File: src/rtl/alu_arbiter.sv
// alu_arbiter: round-robin req/ack arbiter sharing one ALU between two requesters; `ALU_ARB_FIXED_PRIORITY_EN selects fixed priority (port 0 wins ties).
module alu_arbiter #(
  parameter int LATENCY = 1
) (
  input  logic       clk,
  input  logic       rst,
  input  logic       req0,
  input  logic       req1,
  input  logic [7:0] operation0,
  input  logic [7:0] operation1,
  input  logic [7:0] op1_0,
  input  logic [7:0] op2_0,
  input  logic [7:0] op1_1,
  input  logic [7:0] op2_1,
  input  logic       cpu_carry0,
  input  logic       cpu_carry1,
  output logic       ack0,
  output logic       ack1,
  output logic [7:0] result_l,
  output logic [7:0] result_h,
  output logic       carry,
  output logic       zero,
  output logic       sign,
  output logic       grant_id,
  output logic       busy,
  output logic       alu_enable,
  output logic [7:0] alu_operation,
  output logic [7:0] alu_op1,
  output logic [7:0] alu_op2,
  output logic       alu_cpu_carry,
  input  logic [7:0] alu_result_l,
  input  logic [7:0] alu_result_h,
  input  logic       alu_carry,
  input  logic       alu_zero,
  input  logic       alu_sign
);
  typedef enum logic [1:0] {IDLE, BUSY, DONE} state_t;
  state_t state, state_nx;
  logic [3:0] cnt;
  logic last_grant, win, start;
`ifdef ALU_ARB_FIXED_PRIORITY_EN
  assign win = !req0;
`else
  assign win = (req0 && req1) ? !last_grant : req1;
`endif
  assign start = state == IDLE && (req0 || req1);
  assign ack0 = state == DONE && !grant_id;
  assign ack1 = state == DONE && grant_id;
  always_comb begin
    state_nx = state;
    case (state)
      IDLE:    state_nx = start ? BUSY : IDLE;
      BUSY:    state_nx = cnt == 4'd0 ? DONE : BUSY;
      default: state_nx = IDLE;
    endcase
  end
  always_ff @(posedge clk) begin
    if (!rst) begin
      state      <= IDLE;
      busy       <= 1'b0;
      alu_enable <= 1'b0;
    end else begin
      state      <= state_nx;
      busy       <= state_nx != IDLE;
      alu_enable <= state_nx == BUSY;
    end
  end
  always_ff @(posedge clk) begin
    if (!rst) begin
      cnt           <= 4'd0;
      last_grant    <= 1'b1;
      grant_id      <= 1'b0;
      alu_operation <= 8'h00;
      alu_op1       <= 8'h00;
      alu_op2       <= 8'h00;
      alu_cpu_carry <= 1'b0;
      result_l      <= 8'h00;
      result_h      <= 8'h00;
      carry         <= 1'b0;
      zero          <= 1'b0;
      sign          <= 1'b0;
    end else if (start) begin
      cnt           <= 4'(LATENCY - 1);
      grant_id      <= win;
      last_grant    <= win;
      alu_operation <= win ? operation1 : operation0;
      alu_op1       <= win ? op1_1 : op1_0;
      alu_op2       <= win ? op2_1 : op2_0;
      alu_cpu_carry <= win ? cpu_carry1 : cpu_carry0;
    end else if (state == BUSY) begin
      if (cnt != 4'd0) cnt <= cnt - 4'd1;
      else begin
        result_l <= alu_result_l;
        result_h <= alu_result_h;
        carry    <= alu_carry;
        zero     <= alu_zero;
        sign     <= alu_sign;
      end
    end
  end
endmodule

File: config.mk
export PLATFORM = sky130hd
export DESIGN_NAME = alu_arbiter
export DESIGN_NICKNAME = d
export VERILOG_FILES = /design/src/rtl/alu_arbiter.sv
export SDC_FILE = /design/constraint.sdc
export NUM_CORES = 1
export LEC_CHECK = 0
export BUFFER_PORTS_ARGS = -buffer_cell sky130_fd_sc_hd__clkbuf_2
export CAP_MARGIN = 20
export CORE_MARGIN = 2
export CORE_UTILIZATION = 51
export CTS_BUF_LIST = sky130_fd_sc_hd__clkbuf_4
export DETAILED_ROUTE_END_ITERATION = 6
export HOLD_SLACK_MARGIN = 0.02
export PLACE_DENSITY = 0.86
export REMOVE_ABC_BUFFERS = 1
export SLEW_MARGIN = 10
export SYNTH_ARGS = -nofsm -noshare
export SYNTH_HDL_FRONTEND = slang
export SYNTH_SLANG_ARGS = --single-unit
File: constraint.sdc
create_clock -name clk -period 3.6 [get_ports clk]
set_input_delay 0.18 -clock clk [delete_from_list [all_inputs] [get_ports clk]]
set_output_delay 0.18 -clock clk [all_outputs]
set_load 0.01 [all_outputs]
Yosys cells after proc, flatten, opt, wreduce, memory -nomap -nowiden
Cells that the tools add are included.

Bits in registers: 54. Latch bits: 0. Bits in writable memories: 0. Memory bits (read-only): 0. Input bits: 73. Output and inout bits: 49. Logic and storage cells: 44. Memories: 0.

Add/subtract/negate cells: 1. $mul: 0. Divide/modulo/power cells: 0. Magnitude comparators: 0. Equal/unequal tests: 3. Shift operators: 0. Mux-type cells: 8. Bitwise logic cells: 3. Reduce and logical (&&, ||, !) cells: 14.

Operators by type and width (number): $mux W8 (3); $eq A2 B1 Y1 const B (2); $logic_and A1 B1 Y1 (4); $logic_not A4 Y1 (1); $pmux W2 S2 (1); $reduce_bool A4 Y1 (1); $sub A4 B1 Y4 const B (1); $mux W1 (3); $not A1 Y1 (3); $reduce_and A3 Y1 (1); $eq A2 B2 Y1 const B (1); $logic_not A1 Y1 (2); $logic_not A2 Y1 (1); $mux W2 (1); $reduce_and A2 Y1 (1); $reduce_bool A2 Y1 (1); $reduce_or A2 Y1 (1); $logic_or A1 B1 Y1 (1).

Longest topological paths before layout
Gate-level depths: netlist (run 1).

Word-level depth: 5. Depth in mapped cells: 6. Gate-level depth less buffers: 5.

Worst setup path before layout (run 1)
OpenSTA, ideal clock, no wires.

Path kind: register -> register. Start: register cnt[0]. End: register state[1]. Setup time: 115 ps. Arrival time: 1168 ps. Required time: 3485 ps. Slack: 2317 ps. Cell stages (with the launch flop): 7. Buffers on the path: 2. Period minus slack after synthesis: 1283 ps. Path through: dfxtp_1 > inv_1 > ha_1 > and3b_1 > buf_2 > buf_6 > and2_1.

Longest elaborated chain between the ends: 3.

RTL lines: from (decl) (line 39) `logic [3:0] cnt;`; from (signal assigned) (line 83) `cnt <= 4'(LATENCY - 1);`; from (signal assigned) (line 91) `if (cnt != 4'd0) cnt <= cnt - 4'd1;`; $logic_not A4 Y1 (line 53) `BUSY: state_nx = cnt == 4'd0 ? DONE : BUSY;`; $mux W2 (line 53); $pmux W2 S2 (line 51) `case (state)`; to (signal assigned) (line 63) `state <= state_nx;`; to (decl) (line 38) `state_t state, state_nx;`.

No other way between the ends. A chain may end at the register's enable or synchronous reset.

Worst setup path after layout (run 1)
Start: register state[0]. End: register result_l[7].

Longest elaborated chain between the ends: 4. Elaborated cells between the ends (all ways): 5. Those cells by class: eq/ne: 1; bitwise: 1; reduce/logical: 3.

RTL lines: $logic_not A2 Y1 (line 46) `assign start = state == IDLE && (req0 || req1);`; $logic_and A1 B1 Y1 (line 46); $not A1 Y1 (no line); $reduce_and A3 Y1 (no line) *; to (signal assigned) (line 93) `result_l <= alu_result_l;`; to (decl) (line 19) `output logic [7:0] result_l,`.

Mark *: on every way between the ends. The rest lies on a longest branch, timed or not.

==> key figures, run 1 <==
Power
  • Sw Pwr: just over 400 uW
  • Worst VDD drop: about 250 uV
  • Clock share of power: between 10% and 20%
  • Cell Pwr Density: between 400 and 500 mW/mm^2
  • Internal power: 909.7 uW
  • Logic pwr share: 27.3%
  • Seq pwr share: between 50% and 60%
  • Switch share: just over 30%
  • P_leak: between 1 and 1.5 nW

Timing
  • Final WS setup: 1.969 ns
  • Period utilization: 45.31%
  • Worst-Margin Slew: roughly 0.95 ns
  • Rel. slew slack: 36.35%
  • Final min period: 1.631 ns
  • Setup TNS: 0 ns
  • Hold Vio Cnt, Final: 0
  • Setup Skew: between 0.005 and 0.006 ns
  • Unrepaired setup endpoints after global routing: false
  • Max-slew violations: 0
  • Max frequency: 0.6130 GHz
  • Finish-stage setup viols: 0

Finish
  • Reg area: around 0.0011 mm^2
  • Antenna cell count: 0
  • Nets@finish: roughly 460
  • Area of the multi-input gates: ~0.0012 mm^2
  • Final Non-Filler Cells: roughly 460
  • Area grow syn2layout: 27.40%
  • Filler instances: 402
  • Final instance area: around 0.0032 mm^2
  • Layout cells sized above 1: between 40% and 50%

Detailed routing
  • DR pass1 iterations: 4
  • Initial DRC count: a little over 80
  • Final WL: between 5000 and 6000 um
  • Final ANT Viol Nets: 0
  • Met3 routed WL: 534 um
  • Wire length on met2: around 2800 um
  • Metal-1 WL: around 2500 um
  • Drt drc: 0
  • Highest Signal Layer: met4
  • Via count: roughly 2.4k
  • DR vias/cell: roughly 5.3
  • Routed len/inst: ~13 um

GRT
  • First-pass GRT wire length: 9556 um
  • Total global-route track usage: roughly 22%
  • Largest net degree at the start of global routing: 44
  • Vias in the first global route: about 2.2k
  • Initial antenna violation count: 0
  • Total gr overflow: 0

Clocking
  • Clock slew seen by the registers of the worst setup and hold paths: roughly 0.14 ns
  • Deepest clock path buffer count: 2
  • TritonCTS clock tree: yes
  • Worst-Skew Late Latency: about 0.35 ns
  • CTS Root Cell: clkbuf_4
  • Num CTS Buffers: 5
  • Cells resized by post-CTS repair: 0
  • Clock Sinks: 54
  • H-Tree Depth: 2

Floorplanning
  • Initial Util: around 53%
  • Core region area: between 0.004 and 0.005 mm^2
  • FP Rows: 25
  • I/O Pins: between 100 and 150
  • Die H: between 70 and 80 um
  • Die area: ~0.0055 mm^2
  • Die X: between 70 and 80 um

Yosys
  • Post-synth cell types: 36
  • Post-Syn Instances: between 200 and 300
  • Warnings, synthesis: 0
  • Post-synthesis sequential area ratio: a little over two fifths
  • #FFs+latches synth: 54
  • Post-Syn Area: 0.002489 mm^2
  • Avg Cell Area, Syn: between 8 and 9 um^2

Placed design
  • HPWL after DPL: roughly 4100 um
  • Dpl cells: between 400 and 500
  • Worst slack, placed: 1.639 ns
  • Dpl cell area: roughly 0.003 mm^2
  • Port Buf Inserts: 121
  • RD Place Congestion: around 0.84

Setup path
  • Crit-path max FO: 16
  • CP startpoint kind: flip-flop
  • CP arrival: 1.92 ns
  • Setup CP Type: reg2reg
  • Worst Path Required: 3.89 ns
  • Worst Setup End Kind: flip-flop

Run
  • Max-cap viol count: 0

Run status
  • Status: finished, final reports clean

Min path
  • Hold Crit Class: in2reg
-- final cells by class --
type / instances / share of cell area, %
inverter: 3 / 0.3552
timing repair buffer: 128 / 21.82
sequential: 54 / 34.10
multi-input combinational: 196 / 39.42
tap: 67 / 2.644
clock buffer: 7 / 1.657
-- metal layers --
layer / GRT usage (%) / vias to the layer above
met1: 25.68 / 1081
li1: - / 1189
met5: 0 / -
met3: 7.956 / 10
met4: 7.273 / 0
met2: 38.39 / 115
-- timing repair --
| action | 4_1_cts | 5_1_grt |
|---|---|---|
| buffers inserted | 0 | 0 |
| hold buffers | 2 | 2 |
| hold endpoints to repair | 2 | 2 |
-- sequential cells by signal (all words and copies together) (netlist names) --
signal and count:
alu_enable 1, alu_operation 8, busy 1, result_h 8, sign 1, alu_op2 8, result_l 8, alu_op1 8
zero 1, carry 1, last_grant 1, state 2, alu_cpu_carry 1, grant_id 1, cnt 4
-- metrics by stage --
| step | util [%] | power (mW) | hold WS [ns] |
|---|---|---|---|
| finish | 67.13 | 1.314 | 0.04260 |
| global placement | 64.34 | 1.048 | 0.4124 |
| CTS | 65.88 | 1.316 | 0.02230 |
| detailed placement | 64.34 | 1.057 | 0.4189 |
| floorplan | - | 0.9099 | 0.2689 |
| global route | 67.13 | 1.393 | 0.02101 |
-- power groups by stage --
stage                     logic, mW  clock network (mW)  registers [mW]
after floorplan               0.180                   0           0.730
after global placement        0.340                   0           0.707
after detailed placement      0.349                   0           0.708
after CTS                     0.351               0.270           0.696
after global routing          0.394               0.294           0.704
final                         0.359               0.259           0.696
-- synth_stat cells, drive strengths merged --
master | instances | area (um^2)
nand2 | 90 | 337.8
dfxtp | 54 | 1081
a21oi | 28 | 140.1
a311oi | 25 | 331.6
mux2i | 19 | 190.2
buf | 16 | 118.9
clkbuf | 8 | 30.03
nor2 | 5 | 18.77
inv | 3 | 11.26
nor3b | 3 | 27.52
and2 | 2 | 15.02
and3b | 2 | 17.52
ha | 2 | 25.02
nor3 | 2 | 10.01
o21a | 2 | 15.01
o21ai | 2 | 10.01
or3 | 2 | 12.51
a21bo | 1 | 10.01
a21boi | 1 | 11.26
a21o | 1 | 7.510
a22oi | 1 | 7.510
nand2b | 1 | 6.260
nand3b | 1 | 7.510
nand4 | 1 | 6.260
o211ai | 1 | 7.510
o41ai | 1 | 8.760
or2 | 1 | 6.260
or3b | 1 | 8.760
xor2 | 1 | 8.760
-- kinds of logic (layout without fill, tap and decap cells) --
family | Yosys count | count (layout) | share of synthesized area, %
flops | 54 | 54 | 43.44
mux | 19 | 19 | 7.642
buf+inv | 27 | 138 | 6.435
fa+ha+maj | 2 | 2 | 1.005
simple gates | 111 | 111 | 19.06
xor+xnor | 1 | 1 | 0.3520
compound gates | 63 | 63 | 22.07
-- critical path, stage by stage, from the launching register on --
cell     delay, ns
dfxtp_1       0.47
nor3b_2       0.22
and3b_1       0.44
buf_16        0.22
mux2i_1       0.21
-- cell usage in the layout (no fill, tap or decap), types with 2 or more instances in the layout --
master and count:
or3_1 2, and3b_1 2, a21oi_1 28, a311oi_1 7, o21ai_0 2, clkbuf_2 121
nor3b_1 2, inv_1 2, nand2_1 90, nor3_1 2, dfxtp_1 54, o21a_1 2
ha_1 2, clkbuf_4 7, a311oi_2 18, mux2i_1 19, dlygate4sd3_1 4, nor2_1 4
-- worst paths after layout --
check                           start                       end  slack (ns)  cells past startpoint
max               state[0]$_SDFF_PN0_  result_l[7]$_SDFFE_PN0P_        1.97                      4
min                          alu_sign         sign$_SDFFE_PN0P_        0.04                      3
max reg2reg       state[0]$_SDFF_PN0_  result_l[7]$_SDFFE_PN0P_        1.97                      4
min reg2reg  result_h[7]$_SDFFE_PN0P_  result_h[7]$_SDFFE_PN0P_        0.47                      2
Power figures use the tool's default switching activity.
==> inputs of run 2 (changes only) <==
--- a/config.mk
+++ b/config.mk
@@ -8,11 +8,11 @@
 export BUFFER_PORTS_ARGS = -buffer_cell sky130_fd_sc_hd__clkbuf_2
 export CAP_MARGIN = 20
 export CORE_MARGIN = 2
-export CORE_UTILIZATION = 51
+export CORE_UTILIZATION = 43
 export CTS_BUF_LIST = sky130_fd_sc_hd__clkbuf_4
 export DETAILED_ROUTE_END_ITERATION = 6
 export HOLD_SLACK_MARGIN = 0.02
-export PLACE_DENSITY = 0.86
+export PLACE_DENSITY = 0.78
 export REMOVE_ABC_BUFFERS = 1
 export SLEW_MARGIN = 10
 export SYNTH_ARGS = -nofsm -noshare
==> constraint.sdc (replaced) <==
create_clock -name clk -period 1.5 [get_ports clk]
set_input_delay 0.075 -clock clk [delete_from_list [all_inputs] [get_ports clk]]
set_output_delay 0.075 -clock clk [all_outputs]
set_load 0.01 [all_outputs]
==> key figures, run 2 (same netlist as run 1, synthesis figures left out) <==
Run status
  • Status: finished, final reports clean (unchanged)

Finish
  • Final instance area: 0.003914 mm^2 (was 0.003171 mm^2)
  • Area grow syn2layout: 57.26% (was 27.40%)
  • Commonest non-fill, non-tap cell in the layout: clkbuf_2 (unchanged)
  • Final Non-Filler Cells: 534 (was 455)
  • Most frequent cells in the layout: 121 x clkbuf_2, 90 x nand2_1, 70 x dlygate4sd3_1 (was 121 x clkbuf_2, 90 x nand2_1, 54 x dfxtp_1)
  • Final Util: 70.64% (was 67.13%)
  • Layout cells sized above 1: 35.93% (was 40.21%)
  • Antenna cell count: 0 (unchanged)
  • Nets@finish: 536 (was 463)

Setup path
  • Instance count on the critical path: 5 (was 4)
  • CP max stage delay: 0.39 ns (was 0.47 ns)
  • Worst path buffer plus inverter count: 1 (unchanged)
  • CP Cell Sequence: inv_1 -> ha_1 -> nor3b_2 -> or3_1 -> a21oi_1 (was nor3b_2 -> and3b_1 -> buf_16 -> mux2i_1)
  • Kind of cell adding the most delay to the critical path: simple AND/OR/NAND/NOR gates (unchanged)
  • Worst Path Required: 1.81 ns (was 3.89 ns)
  • CP startpoint kind: flip-flop (unchanged)
  • Worst Setup SP: cnt[1]$_SDFFE_PP0P_ (was state[0]$_SDFF_PN0_)
  • Crit-path max FO: 5 (was 16)
  • R2R depth: 5 (was 4)
  • Worst flop-to-flop path endpoint: cnt[0]$_SDFFE_PP0P_ (was result_l[7]$_SDFFE_PN0P_)
  • FF-to-FF Start: cnt[1]$_SDFFE_PP0P_ (was state[0]$_SDFF_PN0_)
  • Crit path to: cnt[0]$_SDFFE_PP0P_ (was result_l[7]$_SDFFE_PN0P_)
  • Worst Setup End Kind: flip-flop (unchanged)
  • CP max-delay cell: dfxtp_1 (unchanged)
  • Reg2reg setup slack: 0.07 ns (was 1.97 ns)
  • CP arrival: 1.74 ns (was 1.92 ns)
  • Setup CP Type: reg2reg (unchanged)

Placed design
  • HPWL after DPL: 4379 um (was 4135 um)
  • Port Buf Inserts: 121 (unchanged)
  • Dpl cell area: 0.003143 mm^2 (was 0.003039 mm^2)
  • RD Place Congestion: 0.7481 (was 0.8352)
  • Dpl cells: 455 (was 442)

GRT
  • Total global-route track usage: 25.47% (was 22.33%)
  • Total gr overflow: 0 (unchanged)
  • Largest net degree at the start of global routing: 43 (was 44)
  • First-pass GRT wire length: 12970 um (was 9556 um)
  • Initial antenna violation count: 0 (unchanged)
  • Vias in the first global route: 2817 (was 2205)

Clocking
  • Clock slew seen by the registers of the worst setup and hold paths: 0.16 ns (was 0.14 ns)
  • H-Tree Depth: 2 (unchanged)
  • Setup bufs post-CTS: 0 (unchanged)
  • CTS Root Cell: clkbuf_4 (unchanged)
  • Deepest clock path buffer count: 2 (unchanged)
  • TritonCTS clock tree: yes (unchanged)
  • Clock Sinks: 54 (unchanged)
  • Num CTS Buffers: 5 (unchanged)
  • Worst-Skew Late Latency: 0.38 ns (was 0.35 ns)

Floorplanning
  • Initial Util: 44.92% (was 52.69%)
  • FP Rows: 27 (was 25)
  • Die H: 80.08 um (was 73.86 um)
  • Die area: 0.006412 mm^2 (was 0.005455 mm^2)
  • Die X: 80.08 um (was 73.86 um)
  • Core region area: 0.005540 mm^2 (was 0.004723 mm^2)
  • I/O Pins: 122 (unchanged)

Timing
  • Max frequency: 0.6982 GHz (was 0.6130 GHz)
  • Finish-stage setup viols: 0 (unchanged)
  • Hold Vio Cnt, Final: 0 (unchanged)
  • Final min period: 1.432 ns (was 1.631 ns)
  • Setup TNS: 0 ns (unchanged)
  • Max-slew violations: 0 (unchanged)
  • Worst-Margin Slew: 0.3640 ns (was 0.9547 ns)
  • Period utilization: 95.48% (was 45.31%)
  • Setup Skew: 0.02446 ns (was 0.005799 ns)
  • Rel. slew slack: 75.41% (was 36.35%)

Power
  • Cell Pwr Density: 862.3 mW/mm^2 (was 414.4 mW/mm^2)
  • Worst VDD drop: 455.6 uV (was 251.0 uV)
  • Design Power: 3.375 mW (was 1.314 mW)
  • P_leak: 1.779 nW (was 1.462 nW)

Detailed routing
  • Initial DRC count: 94 (was 81)
  • Final ANT Viol Nets: 0 (unchanged)
  • Drt drc: 0 (unchanged)
  • Final WL: 8024 um (was 5943 um)
  • DR vias/cell: 5.204 (was 5.264)
  • DR pass1 iterations: 4 (unchanged)
  • Via count: 2779 (was 2395)
  • Routed len/inst: 15.03 um (was 13.06 um)

Min path
  • Hold Crit Class: in2reg (unchanged)

Run
  • Max-cap viol count: 0 (unchanged)
## run 2: cell types whose count changed in the layout (fill, tap and decap cells not counted), sizes merged
cell / delta
dlygate4sd3: +66
and2: +1
clkinv: +2
buf: +6
clkbuf: -1
## run 2: metrics by stage
step / setup slack (ns) / hold WS, ns
finish: 0.06778 / 0.05639
floorplan: -0.5364 / 0.1639
CTS: 0.02403 / 0.05021
detailed placement: 0.05221 / 0.3154
global route: -0.003948 / 0.09492
global placement: 0.1085 / 0.3078
## run 2: timing repair
item / in CTS / in global routing
hold buffers: 70 / 0
setup endpoints to repair: 0 / 43
gates resized for setup: 0 / 4
hold endpoints to repair: 45 / 0
## run 2: final cells by class
cell class              instances  area, um^2
fillers                       383        1627
clock inverters                 2       8.758
multi-input cells             197        1264
clock buffers                   6       45.04
flip-flops and latches         54        1084
repair buffers                200        1411
inverters                       3       11.26
well taps                      72       90.09
## run 2: power by group
group / internal, mW / switching, mW / leakage (nW)
clock network: 0.196 / 0.443 / 0.0331
logic: 0.525 / 0.531 / 1.30
registers: 1.58 / 0.0985 / 0.446
total: 2.30 / 1.07 / 1.78
## run 2: worst register-to-register path, delay by kind of cell, from the launching register on
family | cells | cell delay [ns]
adder cells (fa/ha/maj) | 1 | 0.21
flip-flops | 1 | 0.39
AO/OA/AOI/OAI | 1 | 0.17
AND/OR/NAND/NOR | 2 | 0.50
buffers and inverters | 1 | 0.09
## run 2: worst min path at each step
stage	from	to	slack, ns	cells past startpoint
after floorplan	rst	last_grant$_SDFFE_PN1P_	0.16	1
after global placement	alu_result_l[2]	result_l[2]$_SDFFE_PN0P_	0.31	3
after detailed placement	alu_result_h[1]	result_h[1]$_SDFFE_PN0P_	0.32	3
after CTS	rst	grant_id$_SDFFE_PN0P_	0.05	3
after global routing	rst	grant_id$_SDFFE_PN0P_	0.09	3
final	rst	grant_id$_SDFFE_PN0P_	0.06	3
## run 2: layer usage
| layer | vias to the layer above | track usage (%) | wire [um] |
|---|---|---|---|
| met5 | - | 0 | 0 |
| met4 | 0 | 11.02 | 172 |
| met3 | 20 | 6.404 | 795 |
| met2 | 158 | 44.83 | 3852 |
| met1 | 1264 | 29.00 | 3205 |
| li1 | 1337 | - | - |
==> inputs of run 3 (changes only) <==
--- a/config.mk
+++ b/config.mk
@@ -8,11 +8,12 @@
 export BUFFER_PORTS_ARGS = -buffer_cell sky130_fd_sc_hd__clkbuf_2
 export CAP_MARGIN = 20
 export CORE_MARGIN = 2
-export CORE_UTILIZATION = 43
+export CORE_UTILIZATION = 47
 export CTS_BUF_LIST = sky130_fd_sc_hd__clkbuf_4
+export CTS_CLUSTER_DIAMETER = 80
 export DETAILED_ROUTE_END_ITERATION = 6
 export HOLD_SLACK_MARGIN = 0.02
-export PLACE_DENSITY = 0.78
+export PLACE_DENSITY = 0.81
 export REMOVE_ABC_BUFFERS = 1
 export SLEW_MARGIN = 10
 export SYNTH_ARGS = -nofsm -noshare
==> constraint.sdc (replaced) <==
create_clock -name clk -period 1.6 [get_ports clk]
set_input_delay 0.08 -clock clk [delete_from_list [all_inputs] [get_ports clk]]
set_output_delay 0.08 -clock clk [all_outputs]
set_load 0.01 [all_outputs]
==> key figures, run 3 (same netlist as run 1, synthesis figures left out) <==
Run status
  • Status: finished, final reports clean (unchanged)

Power
  • P_leak: 1.762 nW (was 1.779 nW)
  • Worst VDD drop: 418.0 uV (was 455.6 uV)
  • Clock share of power: 18.9% (about the same)
  • Logic pwr share: 31.2% (was 31.3%)
  • Design Power: 3.167 mW (was 3.375 mW)
  • Internal power: 2.143 mW (was 2.302 mW)
  • Switch share: 32.33% (was 31.78%)
  • Seq pwr share: 49.9% (was 49.8%)
  • Cell Pwr Density: 818.3 mW/mm^2 (was 862.3 mW/mm^2)
  • Sw Pwr: 1.024 mW (was 1.072 mW)

Finish
  • Reg area: 0.001081 mm^2 (was 0.001084 mm^2)
  • Nets@finish: 535 (was 536)
  • Layout cells sized above 1: 35.14% (was 35.93%)
  • Area grow syn2layout: 55.51% (was 57.26%)
  • Filler instances: 337 (was 383)
  • Most frequent cells in the layout: 121 x clkbuf_2, 90 x nand2_1, 70 x dlygate4sd3_1 (unchanged)
  • Commonest non-fill, non-tap cell in the layout: clkbuf_2 (unchanged)
  • Area of the multi-input gates: 0.001250 mm^2 (was 0.001264 mm^2)
  • Antenna cell count: 0 (unchanged)

Detailed routing
  • Via count: 2885 (was 2779)
  • Initial DRC count: 112 (was 94)
  • Met3 routed WL: 977 um (was 795 um)
  • Wire length on met2: 4092 um (was 3852 um)
  • DR vias/cell: 5.433 (was 5.204)
  • Routed len/inst: 16.44 um (was 15.03 um)
  • Drt drc: 0 (unchanged)
  • Final ANT Viol Nets: 0 (unchanged)
  • Final WL: 8732 um (was 8024 um)
  • Highest Signal Layer: met4 (unchanged)
  • DR pass1 iterations: 4 (unchanged)
  • Metal-1 WL: 3401 um (was 3205 um)

Placed design
  • RD Place Congestion: 0.7603 (was 0.7481)
  • Port Buf Inserts: 121 (unchanged)
  • HPWL after DPL: 4504 um (was 4379 um)

Setup path
  • CP max-delay cell: dfxtp_1 (unchanged)
  • CP max stage delay: 0.48 ns (was 0.39 ns)
  • CP arrival: 1.77 ns (was 1.74 ns)
  • Worst Path Required: 1.90 ns (was 1.81 ns)
  • Worst Setup End Kind: flip-flop (unchanged)
  • R2R depth: 4 (was 5)
  • CP startpoint kind: flip-flop (unchanged)
  • CP Cell Sequence: nor3b_2 -> and3b_1 -> buf_12 -> mux2i_1 (was inv_1 -> ha_1 -> nor3b_2 -> or3_1 -> a21oi_1)
  • Worst flop-to-flop path endpoint: result_l[5]$_SDFFE_PN0P_ (was cnt[0]$_SDFFE_PP0P_)
  • Kind of cell adding the most delay to the critical path: simple AND/OR/NAND/NOR gates (unchanged)
  • Worst path buffer plus inverter count: 1 (unchanged)
  • Setup CP Type: reg2reg (unchanged)
  • FF-to-FF Start: state[0]$_SDFF_PN0_ (was cnt[1]$_SDFFE_PP0P_)
  • Reg2reg setup slack: 0.13 ns (was 0.07 ns)
  • Crit-path max FO: 19 (was 5)

Floorplanning
  • Die X: 76.77 um (was 80.08 um)
  • Die H: 76.77 um (was 80.08 um)
  • Die area: 0.005893 mm^2 (was 0.006412 mm^2)
  • FP Rows: 26 (was 27)
  • Initial Util: 48.73% (was 44.92%)
  • I/O Pins: 122 (unchanged)
  • Core region area: 0.005107 mm^2 (was 0.005540 mm^2)

Clocking
  • Clock Sinks: 54 (unchanged)
  • CTS Root Cell: clkbuf_4 (unchanged)
  • Worst-Skew Late Latency: 0.37 ns (was 0.38 ns)
  • Setup bufs post-CTS: 0 (unchanged)
  • Clock slew seen by the registers of the worst setup and hold paths: 0.15 ns (was 0.16 ns)
  • H-Tree Depth: 2 (unchanged)
  • Deepest clock path buffer count: 2 (unchanged)
  • TritonCTS clock tree: yes (unchanged)
  • Num CTS Buffers: 5 (unchanged)

Timing
  • Worst-Margin Slew: 0.5246 ns (was 0.3640 ns)
  • Finish-stage setup viols: 0 (unchanged)
  • Unrepaired setup endpoints after global routing: false
  • Final min period: 1.466 ns (was 1.432 ns)
  • Hold_ws: 0.1351 ns (was 0.05639 ns)
  • Max frequency: 0.6822 GHz (was 0.6982 GHz)
  • Setup Skew: 0.01582 ns (was 0.02446 ns)
  • Rel. slew slack: 65.03% (was 75.41%)
  • Period utilization: 91.62% (was 95.48%)
  • Hold Vio Cnt, Final: 0 (unchanged)
  • Max-slew violations: 0 (unchanged)

Run
  • Max-cap viol count: 0 (unchanged)

GRT
  • First-pass GRT wire length: 14230 um (was 12970 um)
  • Total gr overflow: 0 (unchanged)
  • Initial antenna violation count: 0 (unchanged)
  • Vias in the first global route: 2921 (was 2817)
  • Total global-route track usage: 30.08% (was 25.47%)
  • Largest net degree at the start of global routing: 43 (unchanged)

Min path
  • Hold Crit Class: in2reg (unchanged)
  • Hold Path Cell Cnt: 3 (unchanged)
  • Endpoint, Worst Hold: alu_operation[5]$_SDFFE_PN0P_ (was grant_id$_SDFFE_PN0P_)
  • Min-Delay Startpoint: rst (unchanged)
[run 3: layer usage]
metal  vias up  global-route usage [%]
li1       1331                       -
met2       221                   50.26
met4         0                   11.45
met1      1301                   35.91
met3        32                   9.647
met5         -                       0
[run 3: worst max path at each step]
| stage | cells past startpoint | end | slack, ns | from |
|---|---|---|---|---|
| floorplan | 3 | alu_cpu_carry$_SDFFE_PN0P_ | -0.44 | state[1]$_SDFF_PN0_ |
| global placement | 4 | result_h[6]$_SDFFE_PN0P_ | 0.26 | state[0]$_SDFF_PN0_ |
| detailed placement | 4 | result_h[4]$_SDFFE_PN0P_ | 0.18 | state[0]$_SDFF_PN0_ |
| CTS | 4 | result_h[4]$_SDFFE_PN0P_ | 0.14 | state[0]$_SDFF_PN0_ |
| global route | 3 | alu_op2[3]$_SDFFE_PN0P_ | 0.006 | last_grant$_SDFFE_PN1P_ |
| finish | 4 | result_l[5]$_SDFFE_PN0P_ | 0.13 | state[0]$_SDFF_PN0_ |
[run 3: through the flow]
| stage | setup TNS [ns] | cells | util, % | instance area (um^2) | worst slack (ns) |
|---|---|---|---|---|---|
| global placement | 0 | 453 | 61.00 | 3115 | 0.2567 |
| global route | 0 | 531 | 75.77 | 3870 | 0.006241 |
| floorplan | -13.66 | 253 | - | 2340 | -0.4364 |
| finish | 0 | 531 | 75.77 | 3870 | 0.1341 |
| detailed placement | 0 | 453 | 61.00 | 3115 | 0.1771 |
| CTS | 0 | 531 | 75.77 | 3870 | 0.1431 |
[run 3: final cells by class]
| class | instances | share of cell area, % |
|---|---|---|
| clock inverters | 2 | 0.2263 |
| flip-flops and latches | 54 | 27.93 |
| repair buffers | 200 | 35.82 |
| multi-input cells | 196 | 32.30 |
| clock buffers | 6 | 1.164 |
| well taps | 70 | 2.263 |
| inverters | 3 | 0.2910 |
[run 3: worst register-to-register path: stages, from the launching register on]
cell,delay [ns]
dfxtp_1,0.48
nor3b_2,0.23
and3b_1,0.27
buf_12,0.20
mux2i_1,0.22
[run 3: power groups by stage]
| stage | Combinational [mW] | Sequential (mW) | Clock [mW] |
|---|---|---|---|
| 2_1_floorplan | 0.404 | 1.64 | 0 |
| 3_3_place_gp | 0.792 | 1.60 | 0 |
| 3_5_place_dp | 0.810 | 1.60 | 0 |
| 4_1_cts | 0.944 | 1.57 | 0.608 |
| 5_1_grt | 1.06 | 1.59 | 0.675 |
| 6_report | 0.989 | 1.58 | 0.597 |
[run 3: repair_timing]
item                                   in CTS  in global routing
gates resized for setup                     0                  0
hold buffers                               70                  0
endpoints found under the hold margin      45                  0
